--- src/rtl/counter_pkg.sv ---
// Shared definitions for the cascaded 4-bit counter family (up and down).
package counter_pkg;

  localparam int DIGIT_W = 4;
  localparam logic [DIGIT_W-1:0] BCD_MAX = 4'd9;
  localparam logic [DIGIT_W-1:0] BIN_MAX = 4'd15;

  // Largest value a digit holds before wrapping: 9 for decimal, 15 for binary.
  function automatic logic [DIGIT_W-1:0] digit_max(input logic bcd);
    return bcd ? BCD_MAX : BIN_MAX;
  endfunction

endpackage

--- src/rtl/down_digit.sv ---
// One 4-bit down-counting digit. The parent decides when the digit steps,
// reloads or loads. The digit only applies the highest-priority request.
module down_digit
  import counter_pkg::*;
(
  input  logic               CLK,
  input  logic               MR,       // synchronous, active-low
  input  logic               load,     // active-high strobe: take d
  input  logic               reload,   // active-high strobe: take rld_val
  input  logic               step,     // active-high strobe: count down by one
  input  logic [DIGIT_W-1:0] wrap,     // value taken when stepping from zero
  input  logic [DIGIT_W-1:0] rld_val,
  input  logic [DIGIT_W-1:0] d,
  output logic [DIGIT_W-1:0] q,
  output logic               zero
);

  // Digit register: reset > load > reload > step > hold.
  // A loaded value above the wrap value simply counts down with no correction.
  always_ff @(posedge CLK) begin
    if (!MR) begin
      q <= '0;
    end else if (load) begin
      q <= d;
    end else if (reload) begin
      q <= rld_val;
    end else if (step) begin
      q <= (q == '0) ? wrap : q - DIGIT_W'(1);
    end
  end

  assign zero = (q == '0);

endmodule

--- src/rtl/down_counter_cascade.sv ---
// Presettable down counter built from cascaded 4-bit digits. It produces a
// combinational borrow (BO) for chaining stages and a registered one-cycle
// terminal-count pulse (TC). With RLD high it reloads the last preset on
// underflow, so it also works as a divide-by-(N+1) interval timer.
module down_counter_cascade
  import counter_pkg::*;
#(
  parameter int DIGITS = 2,   // 1..4
  parameter bit BCD    = 1'b1
) (
  input  logic                      CLK,
  input  logic                      MR,    // synchronous, active-low
  input  logic                      Load,  // synchronous, active-low
  input  logic                      EN,
  input  logic                      RLD,
  input  logic [DIGIT_W*DIGITS-1:0] D,
  output logic [DIGIT_W*DIGITS-1:0] Q,
  output logic                      BO,
  output logic                      TC
);

  localparam int W = DIGIT_W * DIGITS;

  // borrow[k] is EN qualified by "all digits below k are zero".
  // borrow[DIGITS] is therefore EN && (Q == 0), which is the underflow
  // condition and the external borrow.
  logic [DIGITS:0]   borrow;
  logic [DIGITS-1:0] zero;
  logic [W-1:0]      reload_q;
  logic              underflow;
  logic              do_load;
  logic              do_reload;

  assign borrow[0] = EN;
  assign underflow = borrow[DIGITS];
  assign BO        = underflow;
  assign do_load   = ~Load;
  // During underflow every digit also sees step. Reload takes priority in
  // the digit, and with RLD low the wrap of all digits gives all-max.
  assign do_reload = underflow & RLD;

  for (genvar k = 0; k < DIGITS; k++) begin : g_digit
    assign borrow[k+1] = borrow[k] & zero[k];

    down_digit u_digit (
      .CLK     (CLK),
      .MR      (MR),
      .load    (do_load),
      .reload  (do_reload),
      .step    (borrow[k]),
      .wrap    (digit_max(BCD)),
      .rld_val (reload_q[k*DIGIT_W +: DIGIT_W]),
      .d       (D[k*DIGIT_W +: DIGIT_W]),
      .q       (Q[k*DIGIT_W +: DIGIT_W]),
      .zero    (zero[k])
    );
  end

  // Reload register captures the preset on every parallel load.
  always_ff @(posedge CLK) begin
    if (!MR) begin
      reload_q <= '0;
    end else if (!Load) begin
      reload_q <= D;
    end
  end

  // Terminal count: high for the single cycle after an enabled underflow.
  // A load or reset on the underflow edge suppresses it.
  always_ff @(posedge CLK) begin
    if (!MR || !Load) begin
      TC <= 1'b0;
    end else begin
      TC <= underflow;
    end
  end

endmodule

--- config.mk ---
export PLATFORM = sky130hd
export DESIGN_NAME = down_counter_cascade
export DESIGN_NICKNAME = d
export VERILOG_FILES = /design/src/rtl/counter_pkg.sv /design/src/rtl/down_digit.sv /design/src/rtl/down_counter_cascade.sv
export SDC_FILE = /design/constraint.sdc
export NUM_CORES = 1
export LEC_CHECK = 0
export ABC_AREA = 1
export ABC_CLOCK_PERIOD_IN_PS = 3400
export CORE_AREA = 3 3 53 55
export DETAILED_ROUTE_END_ITERATION = 8
export DIE_AREA = 0 0 56 58
export SLEW_MARGIN = 20
export SYNTH_ARGS = -nofsm -noshare
export SYNTH_HDL_FRONTEND = slang
export SYNTH_SLANG_ARGS = --single-unit
--- constraint.sdc ---
create_clock -name CLK -period 3.4 [get_ports CLK]
set_input_delay 0.85 -clock CLK [delete_from_list [all_inputs] [get_ports CLK]]
set_output_delay 0.85 -clock CLK [all_outputs]
set_load 0.1 [all_outputs]
==> results.tsv <==
stage	metric	value	unit
yosys	netlist_area	924.6	sq um
clock_network	cts_buffer_depth	2	
timing	rsz0062_at_grt	false	
critical_path	critPathKind	in -> out	
run	maxCapViolCount	0	
timing	fin_crit	2.836	ns
yosys	yosysTopAreaCell	dfxtp_1	
timing	worst_pin_slew	0.4643	ns
layout	stdcell_count	189	
floorplanning	die_w	56	um
floorplanning	io_pins	23	
yosys	synth-seq-cells	17	
place	gp_congestion	0.8475	
yosys	synth_top_area_share	36.81	%
critical_path	cp_max_fo	4	
critical_path	end_kind	output pin	
floorplanning	die-area	3248	sq um
global_routing	grt_usage	13.99	%
critical_path	cp_top_family	buffers and inverters	
yosys	yosysUniqueCellTypes	21	
place	hpwl	1572	um
power	p_comb_share	39.8	%
timing	setup_tns	0	ns
layout	fin_util	48.97	%
timing	drv_slew	0	
timing	clock_skew	0.009816	ns
power	p_switching	0.2437	mW
global_routing	grt_max_degree	14	
drt	num_vias	927	
critical_path	r2r_end	g_digit[0].u_digit.q[3]	
yosys	ys_seq_area_share	36.81	%
place	numPortBuffers	22	
layout	syn_to_final_growth	28.82	%
clock_network	cts-buffers-inserted	3	
floorplanning	rows	18	
hold_path	hp-start	reload_q[4]	
critical_path	r2r-start	g_digit[0].u_digit.q[3]	
global_routing	grt_pass1_vias	853	
layout	antenna_cells	0	
timing	setup_viol	0	
critical_path	ff2ff_path_depth	8	
drt	avgViaCountPerCell	4.905	
clock_network	post-cts-setup-buffer-count	0	
global_routing	antenna_found_initial	0	
global_routing	grt_overflow	0	
yosys	synth_area_leaders	dfxtp_1 37%, nand2_1 14%, a21oi_1 9.2%	
floorplanning	initial_core_util	38.01	%
critical_path	crit_chain	clkdlybuf4s50_1 -> nand3_2 -> nor2_2 -> buf_12	
power	p_int	0.3252	mW
power	clkPwrFrac	19.9	%
hold_path	hold_end	reload_q[4]	
critical_path	r2r_slack	2.05	ns
clock_network	cts_root_buf	clkbuf_4	
drt	wire_per_inst	11.26	um
floorplanning	core	2432	sq um
power	powerDensity	477.6	nW/um^2
yosys	synth_cells	135	
timing	finalHoldViolCount	0	
layout	num-nets-final	173	
clock_network	clock_latency	0.30	ns
drt	dr.first_iter.drc_count	15	
clock_network	cts.repair.resized	0	
clock_network	htreeDepth	1	
global_routing	grt_pass1_wl	3546	um
critical_path	worst-path-buf-inv	2	
power	ir_drop	227.2	uV
layout	drive_above_1_share	23.90	%
clock_network	clock_sinks	17	
place	placed_cells	185	
clock_network	postCtsHoldBufs	0	
drt	postRouteAntennaNets	0	
critical_path	arrival	1.99	ns
floorplanning	die_y	58	um
power	power_frac_seq	40.3	%
clock_network	clk_pin_slew	0.10	ns
status	outcome	complete, no violations	
timing	slew_headroom	69.01	%
critical_path	required	2.55	ns
critical_path	cpMaxStageDelayCell	clkdlybuf4s50_1	
drt	drt-total-wl	2129	um
timing	post-route-period-util	83.42	%
hold_path	hold_path_class	reg -> reg	
yosys	synthesis.nets	148	
critical_path	startpoint_type	primary input	
hold_path	hold_depth	2	
critical_path	crit_path_max_incr_delay	0.59	ns
drt	route.detailed.drc	0	
power	leakagePower	0.5365	nW
clock_network	cts_tree	done	
timing	fmax	352.6	MHz
power	swShare	42.83	%
yosys	yosys_warnings	0	
yosys	avgSynthCellArea	6.849	sq um
drt	drt_first_pass_iters	4	
[worst register-to-register path: cells and delay by family, from the launching register on]
kind / cells / cell delay [ns]
simple gates: 7 / 0.73
flops: 1 / 0.38
compound gates: 1 / 0.13
[through the flow]
step                      hold slack [ns]  instance area [sq um]  power [mW]  setup slack (ns)
final                              0.4734                   1191      0.5689            0.5638
after global routing               0.4984                   1191      0.5999            0.4974
after CTS                          0.4772                   1191      0.5756            0.5607
after detailed placement           0.4610                   1164      0.4606            0.5691
after global placement             0.4535                   1164      0.4590            0.5909
after floorplan                    0.4441                  924.6      0.4059            0.6210
[how the worst max path moves through the flow]
stage          cells past startpoint  to                     from
5_1_grt                            4  BO                       EN
2_1_floorplan                      5  BO  g_digit[1].u_digit.q[2]
6_report                           4  BO                       EN
3_3_place_gp                       4  BO                       EN
4_1_cts                            4  BO                       EN
3_5_place_dp                       4  BO                       EN
[registers in the layout (all words and copies together), names as in the netlist]
name	count
TC	1
reload_q	8
g_digit.u_digit.q	8
[cell families after synthesis]
family | Yosys count | synth area share, %
buf+inv | 21 | 8.796
compound gates | 31 | 18.27
simple gates | 66 | 36.13
flops | 17 | 36.81
[per-layer routing]
metal / global-route usage, % / wire length, um
met5: 0 / 0
met4: 9.492 / 61
met3: 2.450 / 80
met2: 24.21 / 970
met1: 15.73 / 1017
[cell type report]
| type | count | area [sq um] |
|---|---|---|
| Clock buffer | 3 | 22.52 |
| Clock inverter | 1 | 5.005 |
| Fill cell | 259 | 1241 |
| Inverter | 18 | 67.56 |
| Multi-Input combinational cell | 97 | 503.0 |
| Sequential cell | 17 | 340.3 |
| Tap cell | 30 | 37.54 |
| Timing Repair Buffer | 23 | 215.2 |
[power groups by stage]
stage	clock network [mW]	registers, mW	logic, mW
2_1_floorplan	0	0.305	0.100
3_3_place_gp	0	0.234	0.226
3_5_place_dp	0	0.234	0.227
4_1_cts	0.119	0.230	0.227
5_1_grt	0.125	0.232	0.243
6_report	0.113	0.230	0.226
[cell usage in the layout, fill, tap and decap left out, drive strengths merged]
| master | synthesis | layout |
|---|---|---|
| a21oi | 20 | 20 |
| nor4 | 1 | 1 |
| inv | 18 | 18 |
| clkdlybuf4s50 | 0 | 12 |
| o21ai | 10 | 10 |
| clkinv | 0 | 1 |
| buf | 2 | 11 |
| nand3 | 4 | 4 |
| dfxtp | 17 | 17 |
| clkbuf | 1 | 3 |
| nor3 | 1 | 1 |
| nand4 | 2 | 2 |
| nand2 | 38 | 38 |
| a21boi | 1 | 1 |
| nor2 | 20 | 20 |
[cells in the mapped netlist]
library cell / n
a21oi_1: 17
nor2_1: 14
nor2_4: 5
nand4_1: 2
inv_2: 7
a21boi_0: 1
clkbuf_1: 1
nor4_1: 1
inv_1: 11
nor3_1: 1
a21oi_2: 3
nand2_1: 34
dfxtp_1: 17
o21ai_1: 7
o21ai_0: 3
buf_2: 2
nand3_4: 1
nand3_1: 1
nor2_2: 1
nand2_2: 4
nand3_2: 2
Note: power is estimated with default switching activity, not from simulation.
